`src/rtl/multdiv_issue_ctrl.sv`:
```
// Issue/writeback sequencer for the iterative multiply/divide unit.
// Captures a mul/div issue, pulses the unit start, waits for md_rdy (or a
// timeout), then holds a writeback request until the register file acks.
// Stalls decode on new issues and RAW hazards against the pending rd.
// Optional feature macro: MULTDIV_EXC_WB_EN redirects exception writebacks
// to r30 (rstatus) with a cause code instead of the captured result.
module multdiv_issue_ctrl #(
   parameter int unsigned TIMEOUT_CYCLES = 40,
   parameter int unsigned CNT_W          = 6
) (
   input  logic        clock,
   input  logic        reset,
   input  logic        issue_mul,
   input  logic        issue_div,
   input  logic [4:0]  issue_rd,
   input  logic [31:0] issue_opA,
   input  logic [31:0] issue_opB,
   input  logic [4:0]  rs_addr,
   input  logic [4:0]  rt_addr,
   output logic        md_ctrl_mult,
   output logic        md_ctrl_div,
   output logic [31:0] md_opA,
   output logic [31:0] md_opB,
   input  logic [31:0] md_result,
   input  logic        md_exception,
   input  logic        md_rdy,
   output logic        wb_valid,
   output logic [4:0]  wb_rd,
   output logic [31:0] wb_data,
   output logic        wb_exc,
   input  logic        wb_ack,
   output logic        busy,
   output logic        stall
);

   typedef enum logic [1:0] {StIdle, StLaunch, StBusy, StWb} state_e;

   state_e            state_q, state_d;
   logic [31:0]       op_a_q, op_a_d;
   logic [31:0]       op_b_q, op_b_d;
   logic [4:0]        rd_q, rd_d;
   logic              op_div_q, op_div_d;
   logic [CNT_W-1:0]  cnt_q, cnt_d;
   logic [31:0]       res_q, res_d;
   logic              exc_q, exc_d;

   logic issue;
   logic timeout;
   logic cap_exc;
   logic skip_wb;
   logic hazard;

   assign issue   = issue_mul | issue_div;
   assign timeout = (cnt_q == CNT_W'(TIMEOUT_CYCLES - 1));
   // Exception flag that will be captured this cycle if BUSY completes.
   assign cap_exc = md_rdy ? md_exception : 1'b1;
   assign skip_wb = (rd_q == 5'd0) & ~cap_exc;

   // State register.
   always_ff @(posedge clock or posedge reset) begin
      if (reset) begin
         state_q <= StIdle;
      end else begin
         state_q <= state_d;
      end
   end

   // Next-state logic; md_rdy beats the timeout when both occur together.
   always_comb begin
      state_d = state_q;
      unique case (state_q)
         StIdle:   if (issue) state_d = StLaunch;
         StLaunch: state_d = StBusy;
         StBusy: begin
            if (md_rdy || timeout) state_d = skip_wb ? StIdle : StWb;
         end
         StWb:     if (wb_ack) state_d = StIdle;
         default:  state_d = StIdle;
      endcase
   end

   // Datapath registers: operands, destination, op, counter, result.
   always_ff @(posedge clock or posedge reset) begin
      if (reset) begin
         op_a_q   <= '0;
         op_b_q   <= '0;
         rd_q     <= '0;
         op_div_q <= 1'b0;
         cnt_q    <= '0;
         res_q    <= '0;
         exc_q    <= 1'b0;
      end else begin
         op_a_q   <= op_a_d;
         op_b_q   <= op_b_d;
         rd_q     <= rd_d;
         op_div_q <= op_div_d;
         cnt_q    <= cnt_d;
         res_q    <= res_d;
         exc_q    <= exc_d;
      end
   end

   // Datapath next-state; captured values only change in IDLE or at BUSY exit.
   always_comb begin
      op_a_d   = op_a_q;
      op_b_d   = op_b_q;
      rd_d     = rd_q;
      op_div_d = op_div_q;
      cnt_d    = cnt_q;
      res_d    = res_q;
      exc_d    = exc_q;
      unique case (state_q)
         StIdle: begin
            if (issue) begin
               op_a_d   = issue_opA;
               op_b_d   = issue_opB;
               rd_d     = issue_rd;
               op_div_d = ~issue_mul;  // mul wins a simultaneous request
               res_d    = '0;
               exc_d    = 1'b0;
            end
         end
         StLaunch: cnt_d = '0;
         StBusy: begin
            cnt_d = cnt_q + CNT_W'(1);
            if (md_rdy) begin
               res_d = md_result;
               exc_d = md_exception;
            end else if (timeout) begin
               res_d = '0;
               exc_d = 1'b1;
            end
         end
         default: ;
      endcase
   end

   // Outputs: start pulses, writeback request, busy and decode stall.
   always_comb begin
      md_ctrl_mult = (state_q == StLaunch) & ~op_div_q;
      md_ctrl_div  = (state_q == StLaunch) & op_div_q;
      md_opA       = op_a_q;
      md_opB       = op_b_q;
      wb_valid     = 1'b0;
      wb_rd        = '0;
      wb_data      = '0;
      wb_exc       = 1'b0;
      if (state_q == StWb) begin
         wb_valid = 1'b1;
`ifdef MULTDIV_EXC_WB_EN
         if (exc_q) begin
            wb_rd   = 5'd30;
            wb_data = op_div_q ? 32'd5 : 32'd4;
            wb_exc  = 1'b1;
         end else begin
            wb_rd   = rd_q;
            wb_data = res_q;
            wb_exc  = 1'b0;
         end
`else
         wb_rd   = rd_q;
         wb_data = res_q;
         wb_exc  = exc_q;
`endif
      end
      busy   = (state_q != StIdle);
      hazard = busy & (rd_q != 5'd0) & ((rs_addr == rd_q) | (rt_addr == rd_q));
`ifdef MULTDIV_EXC_WB_EN
      // A pending exception writeback targets r30.
      hazard = hazard | (busy & exc_q & ((rs_addr == 5'd30) | (rt_addr == 5'd30)));
`endif
      stall  = busy & (issue | hazard);
   end

endmodule

```
`config.mk`:
```
export PLATFORM = sky130hd
export DESIGN_NAME = multdiv_issue_ctrl
export DESIGN_NICKNAME = d
export VERILOG_FILES = /design/src/rtl/multdiv_issue_ctrl.sv
export SDC_FILE = /design/constraint.sdc
export NUM_CORES = 1
export LEC_CHECK = 0
export BUFFER_PORTS_ARGS = -buffer_cell sky130_fd_sc_hd__buf_2
export CELL_PAD_IN_SITES_DETAIL_PLACEMENT = 1
export CELL_PAD_IN_SITES_GLOBAL_PLACEMENT = 1
export CORE_MARGIN = 2
export CORE_UTILIZATION = 39
export CTS_CLUSTER_SIZE = 10
export DETAILED_ROUTE_END_ITERATION = 10
export GPL_TIMING_DRIVEN = 0
export PLACE_DENSITY = 0.87
export SLEW_MARGIN = 20
export SYNTH_ARGS = -nofsm -noshare
export SYNTH_HDL_FRONTEND = slang
export SYNTH_SLANG_ARGS = --single-unit
```
`constraint.sdc`:
```
create_clock -name clock -period 6.2 [get_ports clock]
set_input_delay 0.62 -clock clock [delete_from_list [all_inputs] [get_ports clock]]
set_output_delay 0.62 -clock clock [all_outputs]
set_load 0.1 [all_outputs]
```
==> out/metrics.yaml, run 1 <==
syn-num-nets: 498
hold_viol_final: 0
final_area_sq_um: 6730
setup_viol_count_final: 0
r2r_end: "res_q[2]"
cts_tree: "done"
syn_to_final_growth_pct: 32.2
fmax_mhz: 321
netlist_instances: 375
finalSetupTns_ns: 0
post_cts_buffers: 0
post_drt_wl_per_cell_um: 17.7
path_class: "reg2out"
vias: 3805
seq_area_frac_synth_pct: 54.6
clockRootBuffer: "clkbuf_16"
synth.distinct_cells: 36
yosysWarningCount: 0
hold_path.class: "in2async"
arrival_ns: 2.50
status: "finished clean"
clk_latency_ns: 0.35
tightest_slew_ns: 0.740
cts_hold_buf: 0
rows: 41
htreeDepth: 3
die_h_um: 118
grt_max_degree: 73
path_clk_slew_ns: 0.07
clock-sinks: 111
drc: 0
cp-end-kind: "output pin"
die_area_sq_um: 14000
gr-total-overflow: 0
die_w_um: 118
crit_fanout: 10
portBuffers: 224
grtUsageTotal_pct: 20.4
clock_skew_ns: 0.00770
cts_buffer_depth: 2
antenna_left: 0
start_util_pct: 40.2
cp-startpoint: "state_q[1]"
hpwl_um: 10700
routed_wirelength_um: 13900
nets: 734
reg2regPathDepth: 7
first_global_vias: 4299
place_area_sq_um: 6460
r2r_start: "state_q[0]"
via_per_inst: 4.82
antenna_found_initial: 2
drive_above_1_share_pct: 57.4
drtPass1Iterations: 4
finalCriticalPeriod_ns: 3.12
drv_slew: 0
ctsResizeCount: 0
ys_ff_latch: 111
maxSlewHeadroom_pct: 50.4
setup.worst_path.start_class: "flop"
avgSynthCellArea_sq_um: 13.6
cap_violations: 0
layout_commonest_cell: "buf_2"
numCtsBuffers: 9
syn-cell-area_sq_um: 5090
rsz0062_at_grt: "no"
final_cell_mix: "buf_2 (230), dfrtp_1 (111), mux2_2 (73)"
post-route-period-util_pct: 50.3
rrSetupSlack_ns: 4.01
drtIter0Drc: 113
grt_pass1_wl_um: 22100
worst_ep_required_time_ns: 5.58
place.gp.congestion: 0.844
core_sq_um: 12700
ios: 225
-- worst max path at each step --
stage	slack (ns)	end	cells past startpoint
finish	3.08	wb_data[30]	5
global route	2.89	wb_data[27]	5
CTS	3.01	wb_data[27]	5
detailed placement	3.41	wb_data[27]	5
global placement	1.48	md_opA[30]	2
floorplan	2.65	cnt_q[0]	1
-- through the flow --
step                      util [%]  hold WS, ns  cells  setup slack, ns
after floorplan                  -        0.464    375             2.65
after global placement        50.7        0.479    771             1.48
after detailed placement      51.0        0.487    772             3.41
after CTS                     53.0        0.270    787             3.01
after global routing          53.1        0.280    789             2.89
final                         53.1        0.272    789             3.08
-- state kept, by name, indices dropped and copies added (netlist names) --
register	cells
res_q	32
exc_q	1
md_opA	32
op_div_q	1
state_q	2
rd_q	5
cnt_q	6
md_opB	32
-- layer usage --
| metal | vias up | share of wire [%] | global-route usage [%] |
|---|---|---|---|
| li1 | 1766 | - | - |
| met3 | 30 | 5.6 | 4.78 |
| met5 | - | 0 | 0 |
| met2 | 145 | 52 | 36.2 |
| met1 | 1864 | 38 | 22.5 |
| met4 | 0 | 3.6 | 10.8 |
-- cell families (layout without fill, tap and decap cells) --
| group | Yosys count | count (layout) | synth area share (%) |
|---|---|---|---|
| compound gates | 16 | 16 | 2.51 |
| mux | 103 | 103 | 24.9 |
| other cells | 0 | 2 | 0 |
| simple gates | 99 | 99 | 11.8 |
| flops | 111 | 111 | 54.6 |
| xor+xnor | 11 | 11 | 1.89 |
| buf+inv | 30 | 270 | 3.03 |
| fa+ha+maj | 5 | 5 | 1.23 |
-- area by class of cell --
cell class | instances | area (sq um)
Antenna cell | 2 | 5.00
Inverter | 8 | 35.0
Multi-Input combinational cell | 234 | 2160
Timing Repair Buffer | 225 | 1150
Fill cell | 1397 | 5950
Tap cell | 172 | 215
Buffer | 22 | 124
Sequential cell | 111 | 2780
Clock inverter | 4 | 31.3
Clock buffer | 11 | 233
-- worst max-delay path, cell delays in order (launching register included) --
cell and delay [ns]:
dfrtp_1 0.41, ha_1 0.23, clkbuf_1 0.42, clkbuf_1 0.44
and2_1 0.22, buf_2 0.43
-- cell usage after synthesis --
| cell type | number | area, sq um |
|---|---|---|
| buf_8 | 3 | 45.0 |
| nor2_1 | 3 | 11.3 |
| o41ai_1 | 1 | 8.76 |
| or3_1 | 1 | 6.26 |
| nor3_2 | 1 | 10.0 |
| dfrtp_1 | 111 | 2780 |
| ha_1 | 5 | 62.6 |
| and2_1 | 40 | 250 |
| nand2_1 | 6 | 22.5 |
| o21ai_1 | 1 | 5.00 |
| a211oi_4 | 2 | 40.0 |
| buf_2 | 6 | 30.0 |
| nand2b_1 | 1 | 6.26 |
| nor4_1 | 2 | 12.5 |
| and4bb_1 | 1 | 12.5 |
| mux2_2 | 73 | 822 |
| a21oi_1 | 2 | 10.0 |
| mux2_4 | 29 | 435 |
| and3_1 | 32 | 200 |
| o32ai_1 | 1 | 8.76 |
| inv_1 | 8 | 30.0 |
| xor2_1 | 5 | 43.8 |
| o22ai_1 | 1 | 6.26 |
| nor3b_1 | 1 | 7.51 |
| xnor2_1 | 6 | 52.6 |
| nand3_1 | 5 | 25.0 |
| nor2b_1 | 3 | 18.8 |
| o21a_1 | 1 | 7.51 |
| mux2i_1 | 1 | 10.0 |
| o31ai_1 | 1 | 7.51 |
| or4_1 | 1 | 7.51 |
| nor3_1 | 1 | 5.00 |
| o21ai_0 | 5 | 25.0 |
| a2bb2oi_1 | 1 | 8.76 |
| clkbuf_1 | 13 | 48.8 |
| nand4_1 | 1 | 6.26 |
Power of run 1 is left out: the tool's default activity adds up to more than one toggle a clock period on the data nets, which glitch-free logic cannot reach.
==> run 2, diff against run 1 <==
Settings changed: ABC_AREA set to 1, CORE_UTILIZATION 39 to 31, PLACE_DENSITY 0.87 to 0.78.
Clock period 6.2 ns to 2.8 ns, I/O delays scaled along.
==> out/metrics.yaml, run 2 <==
crit_fanout: 13
post-synth-top-count-cell: "nand2_1"
clock-sinks: 111
synthArstFlopShare_pct: 100
numCtsBuffers: 9
syn-num-nets: 622
drtPass1Iterations: 4
synth_flop_cell: "dfrtp_1"
antenna_cells: 0
core_sq_um: 15800
synth_top_family_by_area: "multiplexers"
layout_commonest_cell: "buf_2"
vias: 4215
status: "finished clean"
fmax_mhz: 391
gr-total-overflow: 0
final_cell_mix: "buf_2 (231), nand2_1 (143), dfrtp_1 (111)"
finalNonFillerCells: 958
synth_common_cells: "nand2_1 (143), dfrtp_1 (111), inv_1 (64)"
synth.distinct_cells: 25
die_w_um: 131
synth_fa_ha_area_share_pct: 1.25
synth_top_cells_by_area: "dfrtp_1 (55%), nand2_1 (11%), mux2_2 (8.1%)"
cts_buffer_depth: 2
drc: 0
grt_pass1_wl_um: 21900
grtUsageTotal_pct: 16.6
routed_wirelength_um: 14200
synth_xor_area_share_pct: 0.350
hold_viol_final: 0
finalSetupTns_ns: 0
cp-end-kind: "output pin"
nets: 860
antenna_found_initial: 0
yosysWarningCount: 0
post_drt_wl_per_cell_um: 14.8
muxShareOfSynthArea_pct: 15.9
synth-edff-count: 0
clk_latency_ns: 0.35
die_area_sq_um: 17200
antenna_left: 0
yosysTopAreaCellShare_pct: 55.5
cap_violations: 0
drive_above_1_share_pct: 43.0
arrival_ns: 2.27
setup.worst_path.start_class: "flop"
via_per_inst: 4.40
die_h_um: 131
synth_compound_area_share_pct: 5.30
rsz0062_at_grt: "no"
tightest_slew_ns: 0.549
portBuffers: 224
drtIter0Drc: 82
clockRootBuffer: "clkbuf_16"
finalCriticalPeriod_ns: 2.55
worst_ep_required_time_ns: 2.52
syn_to_final_growth_pct: 35.1
syn-cell-area_sq_um: 5010
post_cts_buffers: 0
synthSimpleGateAreaFrac_pct: 14.1
synth_top_cell_by_area: "dfrtp_1"
maxSlewHeadroom_pct: 63.3
ys_ff_latch: 111
cts_tree: "done"
drv_slew: 0
post-route-period-util_pct: 91.2
placedCellCount: 942
hpwl_um: 11100
setup_viol_count_final: 0
path_class: "reg2out"
seq_area_frac_synth_pct: 55.5
grt_max_degree: 32
place.gp.congestion: 0.764
avgSynthCellArea_sq_um: 10.0
start_util_pct: 31.6
hold_path.class: "in2reg"
ios: 225
htreeDepth: 3
clock_skew_ns: 0.00976
first_global_vias: 4379
netlist_instances: 499
path_clk_slew_ns: 0.08
rows: 46
run 2: cell types whose count changed after synthesis, sizes merged, moves of 5 or more:
| cell | previous run | this run |
|---|---|---|
| nand2 | 6 | 143 |
| inv | 8 | 64 |
| and2 | 40 | 0 |
| mux2 | 102 | 64 |
| and3 | 32 | 0 |
| o21ai | 6 | 37 |
| nor2 | 3 | 23 |
| a21oi | 2 | 11 |
| buf | 9 | 15 |
| clkbuf | 13 | 8 |
| xor2 | 5 | 0 |
run 2: worst max-delay path, cell delays in order (launching register included):
cell and delay [ns]:
dfrtp_1 0.45, ha_2 0.43, clkbuf_1 0.41, nand2_1 0.12
inv_1 0.08, buf_2 0.42
run 2: routing by layer:
layer  part of all wire (%)  track usage [%]
met2                     48             27.7
met3                    7.0             4.79
met1                     43             20.4
met4                    1.9             6.51
met5                      0                0
run 2: cell families after synthesis:
kind of cell | after synthesis
AO/OA/AOI/OAI | 50
buffers and inverters | 87
multiplexers | 64
AND/OR/NAND/NOR | 180
adder cells (fa/ha/maj) | 5
XOR/XNOR | 2
flip-flops | 111
run 2: per-stage QoR:
stage / hold slack [ns] / setup WS [ns] / util (%) / instance area, sq um
6_report: 0.130 / 0.245 / 42.7 / 6760
5_1_grt: 0.114 / 0.0430 / 42.7 / 6760
4_1_cts: 0.115 / 0.195 / 42.7 / 6760
3_5_place_dp: 0.365 / 0.307 / 40.8 / 6460
3_3_place_gp: 0.466 / 0.307 / 40.5 / 6400
2_1_floorplan: 0.390 / 0.262 / - / 5010
run 2: layout make-up:
| cell class | instances | area, sq um |
|---|---|---|
| fill | 1904 | 9060 |
| sequential | 111 | 2780 |
| multi-input combinational | 301 | 1850 |
| timing repair buffer | 228 | 1190 |
| buffer | 22 | 136 |
| inverter | 64 | 244 |
| clock buffer | 10 | 239 |
| tap | 216 | 270 |
| clock inverter | 6 | 52.6 |
run 2: path summary, 6_finish.rpt:
check | start | to | slack, ns | cells after the start
max | state_q[1] | wb_data[26] | 0.25 | 5
max reg2reg | state_q[0] | res_q[2] | 0.93 | 8
min in group asynchronous | reset | md_opA[0] | 0.52 | 3
min | issue_opB[1] | md_opB[1] | 0.13 | 2
max in group asynchronous | reset | res_q[29] | 1.48 | 5
min reg2reg | res_q[3] | res_q[3] | 0.49 | 2
run 2: timing repair:
item | in CTS | in global routing
hold endpoints to repair | 21 | 0
hold buffers | 1 | 0
gates resized for setup | 0 | 0
setup endpoints to repair | 20 | 0
Power of run 2 is left out for the same reason.
